--- src/rtl/hs_pkg.sv ---
`default_nettype none
// ============================================================================
// Module  : hs_pkg
// Purpose : Shared definitions for the valid/ready stream source and the
//           sinks/checkers that sit next to it in the lab pipeline.
//           - FSM state encodings ST_IDLE / ST_RUN / ST_DRAIN
//           - clamp_len(): limits a requested beat count to the buffer depth
// Ports   : none (package)
// Revision: 1.0  initial release
// ============================================================================
package hs_pkg;

  localparam int STATE_W = 2;

  // IDLE : waiting for a start command
  // RUN  : launching beats from the buffer
  // DRAIN: no more beats will be launched; waiting for the pending beat to fire
  localparam logic [STATE_W-1:0] ST_IDLE  = 2'd0;
  localparam logic [STATE_W-1:0] ST_RUN   = 2'd1;
  localparam logic [STATE_W-1:0] ST_DRAIN = 2'd2;

  // A pass can never be longer than the buffer, so oversize requests are
  // clipped to the depth rather than wrapping the index past the last word.
  function automatic int unsigned clamp_len(input int unsigned len,
                                            input int unsigned depth);
    return (len > depth) ? depth : len;
  endfunction

endpackage
`default_nettype wire

--- src/rtl/hs_src_mem.sv ---
`default_nettype none
// ============================================================================
// Module  : hs_src_mem
// Purpose : DEPTH x DATA_WIDTH word buffer for the stream source.
//           One synchronous write port, one asynchronous read port.
//           A read of the address being written in the same cycle returns
//           the old word (the write only lands on the clock edge).
//           Contents are not reset.
// Ports   : clk      in  1           write clock
//           wr_en    in  1           write strobe
//           wr_addr  in  ADDR_WIDTH  write address
//           wr_data  in  DATA_WIDTH  write data
//           rd_addr  in  ADDR_WIDTH  read address
//           rd_data  out DATA_WIDTH  read data (combinational)
// Revision: 1.0  initial release
// ============================================================================
module hs_src_mem
  import hs_pkg::*;
#(
  parameter int DATA_WIDTH = 8,
  parameter int DEPTH      = 16,
  parameter int ADDR_WIDTH = $clog2(DEPTH)
) (
  input  logic                  clk,
  input  logic                  wr_en,
  input  logic [ADDR_WIDTH-1:0] wr_addr,
  input  logic [DATA_WIDTH-1:0] wr_data,
  input  logic [ADDR_WIDTH-1:0] rd_addr,
  output logic [DATA_WIDTH-1:0] rd_data
);

  logic [DATA_WIDTH-1:0] mem_q [DEPTH];

  always_ff @(posedge clk) begin
    if (wr_en) begin
      mem_q[wr_addr] <= wr_data;
    end
  end

  assign rd_data = mem_q[rd_addr];

endmodule
`default_nettype wire

--- src/rtl/hs_stream_src.sv ---
`default_nettype none
// ============================================================================
// Module  : hs_stream_src
// Purpose : Parametrised valid/ready stream source. Streams a programmable
//           number of words from a loadable buffer, one-shot or looping,
//           with a LAST marker on the final beat of each pass. The output
//           is a registered master: once valid rises, valid/data/last hold
//           until the beat fires.
// Config  : HS_STREAM_SRC_THROTTLE_EN - adds input valid_gate; a new beat is
//           only launched while valid_gate=1 (a pending beat is never
//           withdrawn). Undefined: beats launch whenever possible.
// Ports   : clk        in  1            clock (posedge)
//           rst_n      in  1            asynchronous active-low reset
//           wr_en      in  1            buffer write strobe
//           wr_addr    in  ADDR_WIDTH   buffer write address
//           wr_data    in  DATA_WIDTH   buffer write data
//           start      in  1            start pulse (IDLE only)
//           len        in  ADDR_WIDTH+1 beats per pass (sampled with start)
//           loop       in  1            wrap to word 0 after last beat
//           abort      in  1            stop at the next beat boundary
//           ready      in  1            downstream ready
//           valid_gate in  1            launch enable (throttle build only)
//           valid      out 1            beat valid
//           data       out DATA_WIDTH   beat payload
//           last       out 1            final beat of the pass
//           busy       out 1            state != IDLE
//           done       out 1            one-cycle end-of-stream pulse
// Revision: 1.0  initial release
// ============================================================================
module hs_stream_src
  import hs_pkg::*;
#(
  parameter int DATA_WIDTH = 8,
  parameter int DEPTH      = 16,
  parameter int ADDR_WIDTH = $clog2(DEPTH)
) (
  input  logic                  clk,
  input  logic                  rst_n,
  input  logic                  wr_en,
  input  logic [ADDR_WIDTH-1:0] wr_addr,
  input  logic [DATA_WIDTH-1:0] wr_data,
  input  logic                  start,
  input  logic [ADDR_WIDTH:0]   len,
  input  logic                  loop,
  input  logic                  abort,
  input  logic                  ready,
`ifdef HS_STREAM_SRC_THROTTLE_EN
  input  logic                  valid_gate,
`endif
  output logic                  valid,
  output logic [DATA_WIDTH-1:0] data,
  output logic                  last,
  output logic                  busy,
  output logic                  done
);

  localparam int LEN_W = ADDR_WIDTH + 1;

  // --------------------------------------------------------------------------
  // State
  // --------------------------------------------------------------------------
  logic [STATE_W-1:0]    state_d, state_q;
  logic [LEN_W-1:0]      len_d,   len_q;
  logic                  loop_d,  loop_q;
  logic [ADDR_WIDTH-1:0] idx_d,   idx_q;
  logic                  valid_d, valid_q;
  logic [DATA_WIDTH-1:0] data_d,  data_q;
  logic                  last_d,  last_q;
  logic                  done_d,  done_q;

  // --------------------------------------------------------------------------
  // Combinational helpers
  // --------------------------------------------------------------------------
  logic                  w_fire;
  logic                  w_gate;
  logic [LEN_W-1:0]      w_len_clamped;
  logic [ADDR_WIDTH-1:0] w_idx_sel;
  logic [LEN_W-1:0]      w_len_sel;
  logic                  w_loop_sel;
  logic                  w_beat_last;
  logic                  w_load;
  logic [DATA_WIDTH-1:0] w_rd_data;

  assign w_fire = valid_q & ready;

`ifdef HS_STREAM_SRC_THROTTLE_EN
  assign w_gate = valid_gate;
`else
  assign w_gate = 1'b1;
`endif

  // --------------------------------------------------------------------------
  // Buffer
  // --------------------------------------------------------------------------
  hs_src_mem #(
    .DATA_WIDTH (DATA_WIDTH),
    .DEPTH      (DEPTH),
    .ADDR_WIDTH (ADDR_WIDTH)
  ) u_mem (
    .clk     (clk),
    .wr_en   (wr_en),
    .wr_addr (wr_addr),
    .wr_data (wr_data),
    .rd_addr (w_idx_sel),
    .rd_data (w_rd_data)
  );

  // --------------------------------------------------------------------------
  // Load source selection. In IDLE the first beat is launched straight from
  // the incoming command so valid rises the cycle after start; afterwards the
  // registered pass parameters are used. Kept apart from the next-state block
  // so the buffer read path does not form a loop through one process.
  // --------------------------------------------------------------------------
  always_comb begin
    w_len_clamped = LEN_W'(clamp_len(32'(len), DEPTH));
    if (state_q == ST_IDLE) begin
      w_idx_sel  = '0;
      w_len_sel  = w_len_clamped;
      w_loop_sel = loop;
    end else begin
      w_idx_sel  = idx_q;
      w_len_sel  = len_q;
      w_loop_sel = loop_q;
    end
    w_beat_last = ({1'b0, w_idx_sel} == (w_len_sel - LEN_W'(1)));
  end

  // --------------------------------------------------------------------------
  // Next-state logic
  // --------------------------------------------------------------------------
  always_comb begin
    state_d = state_q;
    len_d   = len_q;
    loop_d  = loop_q;
    idx_d   = idx_q;
    valid_d = valid_q;
    data_d  = data_q;
    last_d  = last_q;
    done_d  = 1'b0;
    w_load  = 1'b0;

    case (state_q)
      ST_IDLE: begin
        // Zero-length start is ignored; abort has no meaning here.
        if (start && (len != '0)) begin
          state_d = ST_RUN;
          len_d   = w_len_clamped;
          loop_d  = loop;
          idx_d   = '0;
          w_load  = w_gate;
        end
      end

      ST_RUN: begin
        if (abort) begin
          if (!valid_q || w_fire) begin
            // Nothing pending (or it completes now): finish immediately.
            valid_d = 1'b0;
            last_d  = 1'b0;
            done_d  = 1'b1;
            idx_d   = '0;
            state_d = ST_IDLE;
          end else begin
            // Abort is a pulse; remember it by parking in DRAIN until the
            // pending beat is accepted.
            state_d = ST_DRAIN;
          end
        end else if (!valid_q || w_fire) begin
          if (w_gate) begin
            w_load = 1'b1;
          end else begin
            valid_d = 1'b0;
            last_d  = 1'b0;
          end
        end
      end

      ST_DRAIN: begin
        if (w_fire) begin
          valid_d = 1'b0;
          last_d  = 1'b0;
          done_d  = 1'b1;
          idx_d   = '0;
          state_d = ST_IDLE;
        end
      end

      default: begin
        valid_d = 1'b0;
        last_d  = 1'b0;
        idx_d   = '0;
        state_d = ST_IDLE;
      end
    endcase

    // Launch a beat into the output register. The index wraps at the pass
    // length; a one-shot pass stops launching after its final word.
    if (w_load) begin
      valid_d = 1'b1;
      data_d  = w_rd_data;
      last_d  = w_beat_last;
      if (w_beat_last) begin
        idx_d = '0;
        if (!w_loop_sel) begin
          state_d = ST_DRAIN;
        end
      end else begin
        idx_d = w_idx_sel + ADDR_WIDTH'(1);
      end
    end
  end

  // --------------------------------------------------------------------------
  // Registers
  // --------------------------------------------------------------------------
  always_ff @(posedge clk or negedge rst_n) begin
    if (!rst_n) begin
      state_q <= ST_IDLE;
      len_q   <= '0;
      loop_q  <= 1'b0;
      idx_q   <= '0;
      valid_q <= 1'b0;
      data_q  <= '0;
      last_q  <= 1'b0;
      done_q  <= 1'b0;
    end else begin
      state_q <= state_d;
      len_q   <= len_d;
      loop_q  <= loop_d;
      idx_q   <= idx_d;
      valid_q <= valid_d;
      data_q  <= data_d;
      last_q  <= last_d;
      done_q  <= done_d;
    end
  end

  // --------------------------------------------------------------------------
  // Outputs
  // --------------------------------------------------------------------------
  assign valid = valid_q;
  assign data  = data_q;
  assign last  = last_q;
  assign busy  = (state_q != ST_IDLE);
  assign done  = done_q;

endmodule
`default_nettype wire
--- config.mk ---
export PLATFORM = sky130hd
export DESIGN_NAME = hs_stream_src
export DESIGN_NICKNAME = d
export VERILOG_FILES = /design/src/rtl/hs_pkg.sv /design/src/rtl/hs_src_mem.sv /design/src/rtl/hs_stream_src.sv
export SDC_FILE = /design/constraint.sdc
export NUM_CORES = 1
export LEC_CHECK = 0
export ABC_AREA = 1
export BUFFER_PORTS_ARGS = -buffer_cell sky130_fd_sc_hd__clkbuf_2
export CAP_MARGIN = 20
export CORE_ASPECT_RATIO = 0.7
export CORE_MARGIN = 2
export CORE_UTILIZATION = 63
export DETAILED_ROUTE_END_ITERATION = 10
export PLACE_DENSITY = 0.92
export SYNTH_ARGS = -nofsm -noshare
export SYNTH_HDL_FRONTEND = slang
export SYNTH_SLANG_ARGS = --single-unit
--- constraint.sdc ---
create_clock -name clk -period 4.86 [get_ports clk]
set_input_delay 0.729 -clock clk [delete_from_list [all_inputs] [get_ports clk]]
set_output_delay 0.729 -clock clk [all_outputs]
set_load 0.05 [all_outputs]
[Yosys cells after proc, flatten, opt, wreduce, memory -nomap -nowiden]
Memories as Yosys holds them, arrays and structs flattened. A register that Yosys moved wholly into a read port is not among the register bits.
Cells that the tools add are included.
Storage, ports and cells
  register bits after elaboration: 15
  latch bits: 0
  RAM bits: 128
  bits in read-only memories: 0
  input port bits: 24
  logic and storage cells: 64
  memories: 1
Memory list
  u_mem.mem_q: words 16, width 8, rd ports 1, clocked after memory_dff 1, wr ports 1, RTL line hs_src_mem.sv:32  | logic [DATA_WIDTH-1:0] mem_q [DEPTH];
Cells by class
  add/sub/neg operators: 2
  $mul: 0
  divide/modulo/power cells: 0
  $lt $le $gt $ge: 1
  eq/ne operators: 8
  shift operators: 0
  multiplexer cells: 34
  bitwise operators: 1
  reductions and logical operators: 10
Operators by type and width (number)
  $mux 4: 7
  $mux 2: 7
  $mux 1: 13
  $pmux 4 s3: 1
  $mux 5: 2
  $ne 3x3->1 const B: 3
  $reduce_and 4->1: 2
  $pmux 2 s3: 1
  $eq 4x5->1: 1
  $gt 5x5->1 const B: 1
  $reduce_bool 5->1: 1
  $sub 5x1->5 const B: 1
  $add 4x1->4 const B: 1
  $pmux 1 s2: 2
  $ne 3x2->1 const B: 1
  $pmux 1 s3: 1
  $eq 2x1->1 const B: 1
  $eq 2x2->1 const B: 1
  $logic_not 1->1: 2
  $logic_not 2->1: 1
  $ne 2x2->1 const B: 1
  $reduce_and 2->1: 1
  $reduce_bool 2->1: 1
  $and 1x1->1: 1
  2 further kinds: 2

[Longest topological paths before layout]
Gate-level depths: netlist of run 1.
  depth in word-level cells: 8
  mapped depth: 17

[Hierarchy]
Synthesis of run 1 repeated with hierarchy kept, for this count alone.
Second synthesis, totals
  cell total of the unflattened synthesis: 728
  area total of the unflattened synthesis: 7054.3 um2
Modules (own cells, without submodules)
  hs_src_mem: times used 1, cells an instance 543, area each 5606.6 um2, sequential area each 3843.7 um2
  hs_stream_src: times used 1, cells an instance 185, area each 1447.6 um2, sequential area each 575.6 um2

[Worst setup path before layout of run 1]
Ideal clock, no wire load.
  path kind: register to register
  from: register state_q[1]
  to: register idx_q[2]
  setup time: 0.118 ns
  data arrival time: 2.064 ns
  required time: 4.742 ns
  setup slack: 2.678 ns
  cell stages (with the launch flop): 17
  buffers on the path: 1
  cells stage by stage: dfrtp_1 -> inv_1 -> ha_1 -> inv_2 -> buf_6 -> nand2_1 -> nand2_1 -> inv_2 -> ha_1 -> nand3_1 -> nand3_1 -> nor2_1 -> nand2_1 -> nor2_1 -> nand2_1 -> nand3_1 -> nand2_1
Between the ends
  longest elaborated chain between the ends: 6
  elaborated cells between the ends (all ways): 17
Ends and longest elaborated chain
  start, declared: RTL line hs_stream_src.sv:62  | logic [STATE_W-1:0] state_d, state_q;
  start signal, assigned: RTL line hs_stream_src.sv:227  | state_q <= state_d;
  $logic_not 2->1: RTL line hs_stream_src.sv:116, hs_stream_src.sv:142
  $mux 5: RTL line hs_stream_src.sv:116  | if (state_q == ST_IDLE) begin
  $sub 5x1->5: RTL line hs_stream_src.sv:125  | w_beat_last = ({1'b0, w_idx_sel} == (w_len_sel - LEN_W'(1)));
  $eq 4x5->1: RTL line hs_stream_src.sv:125
  $mux 4: RTL line hs_stream_src.sv:202  | if (w_beat_last) begin
  $mux 4: RTL line hs_stream_src.sv:198  | if (w_load) begin
  end signal, assigned: RTL line hs_stream_src.sv:230  | idx_q <= idx_d;
  end, declared: RTL line hs_stream_src.sv:65  | logic [ADDR_WIDTH-1:0] idx_d, idx_q;
Several ways; a longest one is shown, not always the timed one.
A chain may end at the register's enable or synchronous reset.

[Worst setup path in the final report of run 1]
  from: register state_q[1]
  to: register idx_q[3]
Same word-level chain as after synthesis.

==> results of run 1 <==
## synthesized netlist by cell type
cell        n  area (um2)
edfxtp_1  128        3840
xor2_1      1        8.76
nand3_1    47         235
xnor2_1     1        8.76
dfrtp_1    23         576
clkbuf_2    1        5.00
o21ai_1     5        25.0
nor3_1      8        40.0
clkbuf_1    2        7.51
nor2_1     96         360
buf_1       2        7.51
buf_4       6        45.0
ha_1        6        75.1
a32o_1      1        10.0
o22ai_1     1        6.26
o211ai_1   32         240
o211a_1     1        10.0
buf_6       3        33.8
inv_1      41         154
clkinv_1    2        7.51
o21ai_0    39         195
nand2_2     3        18.8
nand2_1   154         578
a21oi_1     4        20.0
nand3b_1    1        7.51
buf_2      12        60.1
inv_2       6        22.5
nand2_4     1        11.3
## routing by layer
metal	up-vias	global-route usage [%]	part of all wire [%]
met3	72	8.63	13
li1	2215	-	-
met2	433	43.6	44
met4	0	12.5	3.9
met5	-	0	0
met1	2346	44.3	39
## metrics by stage
| step | setup WS (ps) | area [um2] | std cells | hold slack (ps) |
|---|---|---|---|---|
| finish | 1870 | 7430 | 810 | 291 |
| global route | 1720 | 7430 | 810 | 339 |
| CTS | 1740 | 7380 | 805 | 311 |
| detailed placement | 1800 | 6830 | 773 | 479 |
| global placement | 2030 | 6800 | 769 | 472 |
| floorplan | 2680 | 6610 | 627 | 433 |
## critical path, stage by stage (launching register included)
cell     delay [ps]
dfrtp_1         440
inv_1           110
ha_1            330
inv_2           310
nand2_2         110
inv_2           570
nor2_1          110
nor2_1          160
nand2_1          80
nor2_1          210
nand2_1         210
nand3_1         140
nand2_1          90
## power by group
group	switching [uW]	leakage (uW)	total (uW)	internal (uW)
Clock	491	0.000282	1220	734
Combinational	975	0.00137	1310	330
Sequential	83.4	0.00145	1600	1510
## sequential cells by signal, indices dropped and copies added, names as in the netlist, 2 cells and up
signal       cells
state_q          2
idx_q            4
len_q            5
u_mem.mem_q    128
data             8
## kinds of logic (layout without fill, tap and decap cells)
logic type / after synthesis / after routing / share of synthesized area [%]
AND/OR/NAND/NOR: 310 / 310 / 18.9
XOR/XNOR: 2 / 2 / 0.265
buffers and inverters: 75 / 126 / 5.18
adder cells (fa/ha/maj): 6 / 6 / 1.14
flip-flops: 151 / 151 / 66.8
AO/OA/AOI/OAI: 83 / 83 / 7.66
## layout make-up
cell class | count | share of cell area, %
Clock inverter | 7 | 0.539
Tap cell | 132 | 2.22
Timing Repair Buffer | 45 | 3.37
Clock buffer | 25 | 6.96
Inverter | 49 | 2.48
Sequential cell | 151 | 59.5
Multi-Input combinational cell | 401 | 24.9
## final timing paths
path	from	endpoint	slack (ps)
worst max-delay path	state_q[1]$_DFF_PN0_	idx_q[3]$_DFFE_PN0P_	1870
worst min-delay path	rst_n	idx_q[3]$_DFFE_PN0P_	290
worst max register to register	state_q[1]$_DFF_PN0_	idx_q[3]$_DFFE_PN0P_	1870
worst min register to register	loop_q$_DFFE_PN0P_	loop_q$_DFFE_PN0P_	490
max in group asynchronous	rst_n	len_q[4]$_DFFE_PN0P_	4180
min in group clk	loop_q$_DFFE_PN0P_	loop_q$_DFFE_PN0P_	490
==> out/qor.yml, run 1 <==
synth_seq_cells: 151
globalRoute.totalOverflow: 0
finalNetCount: 695
drc: 0
seq_area_frac_synth_pct: 66.8
dieWidth_um: 126
cp-start-kind: "register"
power.total_uw: 4130
htree_num_levels: 4
post_cts_resize_count: 0
layout_commonest_cell: "nand2_1"
vdd.ir_drop.worst_v: 0.000418
yosys.cell_types.count: 28
dr.pass1.iters: 6
io_pins: 36
syn_nets: 657
layout.cells.most_common_list: "154 x nand2_1, 128 x edfxtp_1, 96 x nor2_1"
clock_path_buffers: 2
grt.total_usage_pct: 30.4
port_buffers: 35
post_cts_buffers: 0
hpwl_mm: 10.4
cts_num_sinks: 151
synth-warning-count: 0
postSynthAreaPerCell_um2: 10.5
final_period_minus_worst_setup_slack_ps: 2990
proportion_of_layout_cells_with_a_drive_suffix_above_1_pct: 12.4
gp_congestion: 1.01
insertion_delay_ps: 420
drtIter0Drc: 945
initial_antenna_violation_count: 0
status: "finished clean"
layout.area.seq_um2: 4420
crit_path_end_kind: "register"
timing.setup.critical_path_class: "register to register"
max_clock_freq_mhz: 335
crit_path_max_fanout: 43
final.period_utilization_pct: 61.4
number_of_nets_with_antenna_violations_after_routing: 0
viasPerCell: 6.25
cts_hold_buffers: 0
clock_tree_from_tritoncts: "built"
diodes: 0
maxSlewHeadroom_pct: 30.0
maximum_number_of_pins_on_one_net_before_global_route_repair: 59
slew_viol_final: 0
reg2regPathDepth: 12
cp.arrival_ps: 3290
start_util_pct: 64.3
area_growth_pct: 12.3
area_of_the_mapped_netlist_um2: 6610
clock-root-buffer: "clkbuf_16"
avgRoutedWirePerCell_um: 20.3
timing.clock.skew_ps: 5.99
final.fill_count: 666
power.leakage_uw: 0.00310
clk_transition_reported_paths_ps: 60
setup_total_negative_slack_ps: 0
core_region_area_um2: 10300
finalHoldViolCount: 0
die_area_um2: 11300
route.vias.total: 5066
grt_pass1_wl_mm: 25.8
final-setup-viol-count: 0
power-per-cell-area_nw_per_um2: 556
drv_cap: 0
cts-buffers-inserted: 17
fp-row-count: 31
timing_worst_slew_pin_value_ps: 1050
setup_repair_after_global_routing_missed_its_margin: "false"
first_global_vias: 4756
multi_input_comb_area_um2: 1850
hp-class: "input pin to asynchronous set/reset pin"
syn-instance-count: 627
die_h_um: 89.7
timing.critical_path.required_ps: 5160
drt-total-wl_mm: 16.4
final_core_util_pct: 72.2
Note: power is estimated with default switching activity, not from simulation.
==> run 2, diff against run 1 <==
Settings changed: ABC_AREA 1 to 0, CORE_UTILIZATION 63 to 60, PLACE_DENSITY 0.92 to 0.89.
Clock period 4.86 ns to 3.1 ns, I/O delays scaled along.
==> out/qor.yml, run 2 <==
status: "finished clean"
proportion_of_layout_cells_with_a_drive_suffix_above_1_pct: 24.0
finalNetCount: 514
io_pins: 36
dr.pass1.iters: 6
vdd.ir_drop.worst_v: 0.000433
area_of_the_mapped_netlist_um2: 6440
timing.clock.skew_ps: 6.66
syn-instance-count: 443
met3WireLength_mm: 1.47
seq_area_frac_synth_pct: 68.6
setup_total_negative_slack_ps: 0
drv_cap: 0
number_of_nets_with_antenna_violations_after_routing: 0
gp_congestion: 0.911
post_cts_buffers: 0
diodes: 0
drt-total-wl_mm: 15.5
maximum_number_of_pins_on_one_net_before_global_route_repair: 27
dieWidth_um: 128
cts_num_sinks: 151
clock-root-buffer: "clkbuf_16"
post-place-ws_ps: 299
clock_path_buffers: 2
netlist.top_cell.by_area: "edfxtp_1"
die_area_um2: 11600
fp-row-count: 31
routed-wl-met2_mm: 7.42
final_design_area_no_fill_um2: 7360
insertion_delay_ps: 420
final-setup-viol-count: 0
slew_viol_final: 0
hp-class: "input pin to asynchronous set/reset pin"
largest_register_ffs: 128
start_util_pct: 61.9
setup_repair_after_global_routing_missed_its_margin: "false"
synth_enable_flop_cells: 128
cts_hold_buffers: 0
cp.arrival_ps: 3120
synth_ff_type: "edfxtp_1"
crit_path_max_fanout: 8
post_cts_resize_count: 0
cp-start-kind: "register"
globalRoute.totalOverflow: 0
max_flop_register: "u_mem.mem_q"
maxSlewHeadroom_pct: 41.7
first_global_vias: 4085
timing.setup.critical_path_class: "register to register"
drc: 0
routedLengthMet1_mm: 6.12
die_h_um: 90.7
htree_num_levels: 4
syn_nets: 473
highest_layer: "met4"
power.leakage_uw: 0.00257
layout.cells.most_common_list: "128 x edfxtp_1, 42 x a21oi_1, 37 x mux2_2"
timing_worst_slew_pin_value_ps: 872
cts-buffers-inserted: 17
max_clock_freq_mhz: 355
synth_seq_cells: 151
postSynthAreaPerCell_um2: 14.5
final_critical_path_setup_slack_ps: 286
power-per-cell-area_nw_per_um2: 902
timing.critical_path.required_ps: 3410
ys_top_cells_by_area: "edfxtp_1 60%, dfrtp_1 8.9%, mux2_2 6.5%"
postSynth.asyncResetShare_pct: 15.2
port_buffers: 35
postPlaceCellArea_um2: 6750
yosysTopAreaCellShare_pct: 59.7
area_growth_pct: 14.3
drtIter0Drc: 745
finalHoldViolCount: 0
grt_pass1_wl_mm: 23.8
synth-warning-count: 0
grt.total_usage_pct: 28.7
yosys.cell_types.count: 47
synthMostInstantiatedCell: "edfxtp_1"
core_region_area_um2: 10400
viasPerCell: 6.81
route.vias.total: 4275
crit_path_end_kind: "register"
initial_antenna_violation_count: 0
final_period_minus_worst_setup_slack_ps: 2810
top_cells_by_instance_count_after_synthesis: "128 x edfxtp_1, 42 x a21oi_1, 37 x mux2_2"
final.period_utilization_pct: 90.8
clk_transition_reported_paths_ps: 60
avgRoutedWirePerCell_um: 24.6
hpwl_mm: 10.0
clock_tree_from_tritoncts: "built"
layout_commonest_cell: "edfxtp_1"
## run 2: changes by cell type in the layout (fill, tap and decap cells not counted), moves of 7 or more
cell / delta
nor2b_1: +7
mux2i_1: +18
buf_4: +8
nand2_1: -131
a21oi_1: +38
o211ai_1: -32
a221oi_1: +10
nor2_1: -76
mux2_2: +37
a32oi_1: +8
a22oi_1: +11
nand3_1: -42
inv_1: -38
o21ai_0: -9
## run 2: cell families after synthesis
family | count (synthesis) | share of synthesized area, %
AO/OA/AOI/OAI | 119 | 11.9
adder cells (fa/ha/maj) | 6 | 1.17
XOR/XNOR | 5 | 0.680
AND/OR/NAND/NOR | 79 | 6.37
buffers and inverters | 28 | 1.96
multiplexers | 55 | 9.27
flip-flops | 151 | 68.6
## run 2: worst max-delay path, cell delays in order, from the launching register on
cell	delay [ps]
dfrtp_1	420
inv_1	100
ha_1	330
mux2i_1	260
ha_1	310
nor3b_1	260
xnor2_1	160
a22oi_1	130
nor3_4	360
nor2_2	110
a32o_1	270
## run 2: worst paths after layout
path / startpoint / endpoint / slack [ps] / depth (start not counted)
max: state_q[1]$_DFF_PN0_ / idx_q[3]$_DFFE_PN0P_ / 290 / 10
min: rst_n / len_q[1]$_DFFE_PN0P_ / 50 / 1
max reg2reg: state_q[1]$_DFF_PN0_ / idx_q[3]$_DFFE_PN0P_ / 290 / 10
min reg2reg: loop_q$_DFFE_PN0P_ / loop_q$_DFFE_PN0P_ / 520 / 1
max in group asynchronous: rst_n / data[3]$_DFFE_PN0P_ / 2630 / 1
min in group clk: loop / loop_q$_DFFE_PN0P_ / 300 / 2
## run 2: final cells by class
cell class / count / area (um2)
Multi-Input combinational cell: 264 / 1890
Clock inverter: 13 / 180
Sequential cell: 151 / 4420
Fill cell: 680 / 3040
Clock buffer: 18 / 429
Tap cell: 132 / 165
Timing Repair Buffer: 46 / 258
Inverter: 4 / 15.0
## run 2: layer usage
layer,track usage (%),up-vias
met5,0,-
met4,10.6,0
met3,8.00,52
met2,43.7,267
met1,39.9,2149
li1,-,1807
## run 2: report_power, final
part / internal [uW] / switching [uW] / total (uW)
combinational: 705 / 1290 / 2000
sequential: 2370 / 134 / 2510
clock: 1340 / 800 / 2140
## run 2: through the flow
| stage | hold WS [ps] | instances | util (%) | power [uW] |
|---|---|---|---|---|
| finish | 52.0 | 628 | 70.8 | 6640 |
| global route | 101 | 628 | 70.8 | 6870 |
| CTS | 50.1 | 628 | 70.8 | 6620 |
| detailed placement | 493 | 597 | 64.9 | 4490 |
| global placement | 489 | 597 | 64.9 | 4400 |
| floorplan | 169 | 443 | - | 3980 |
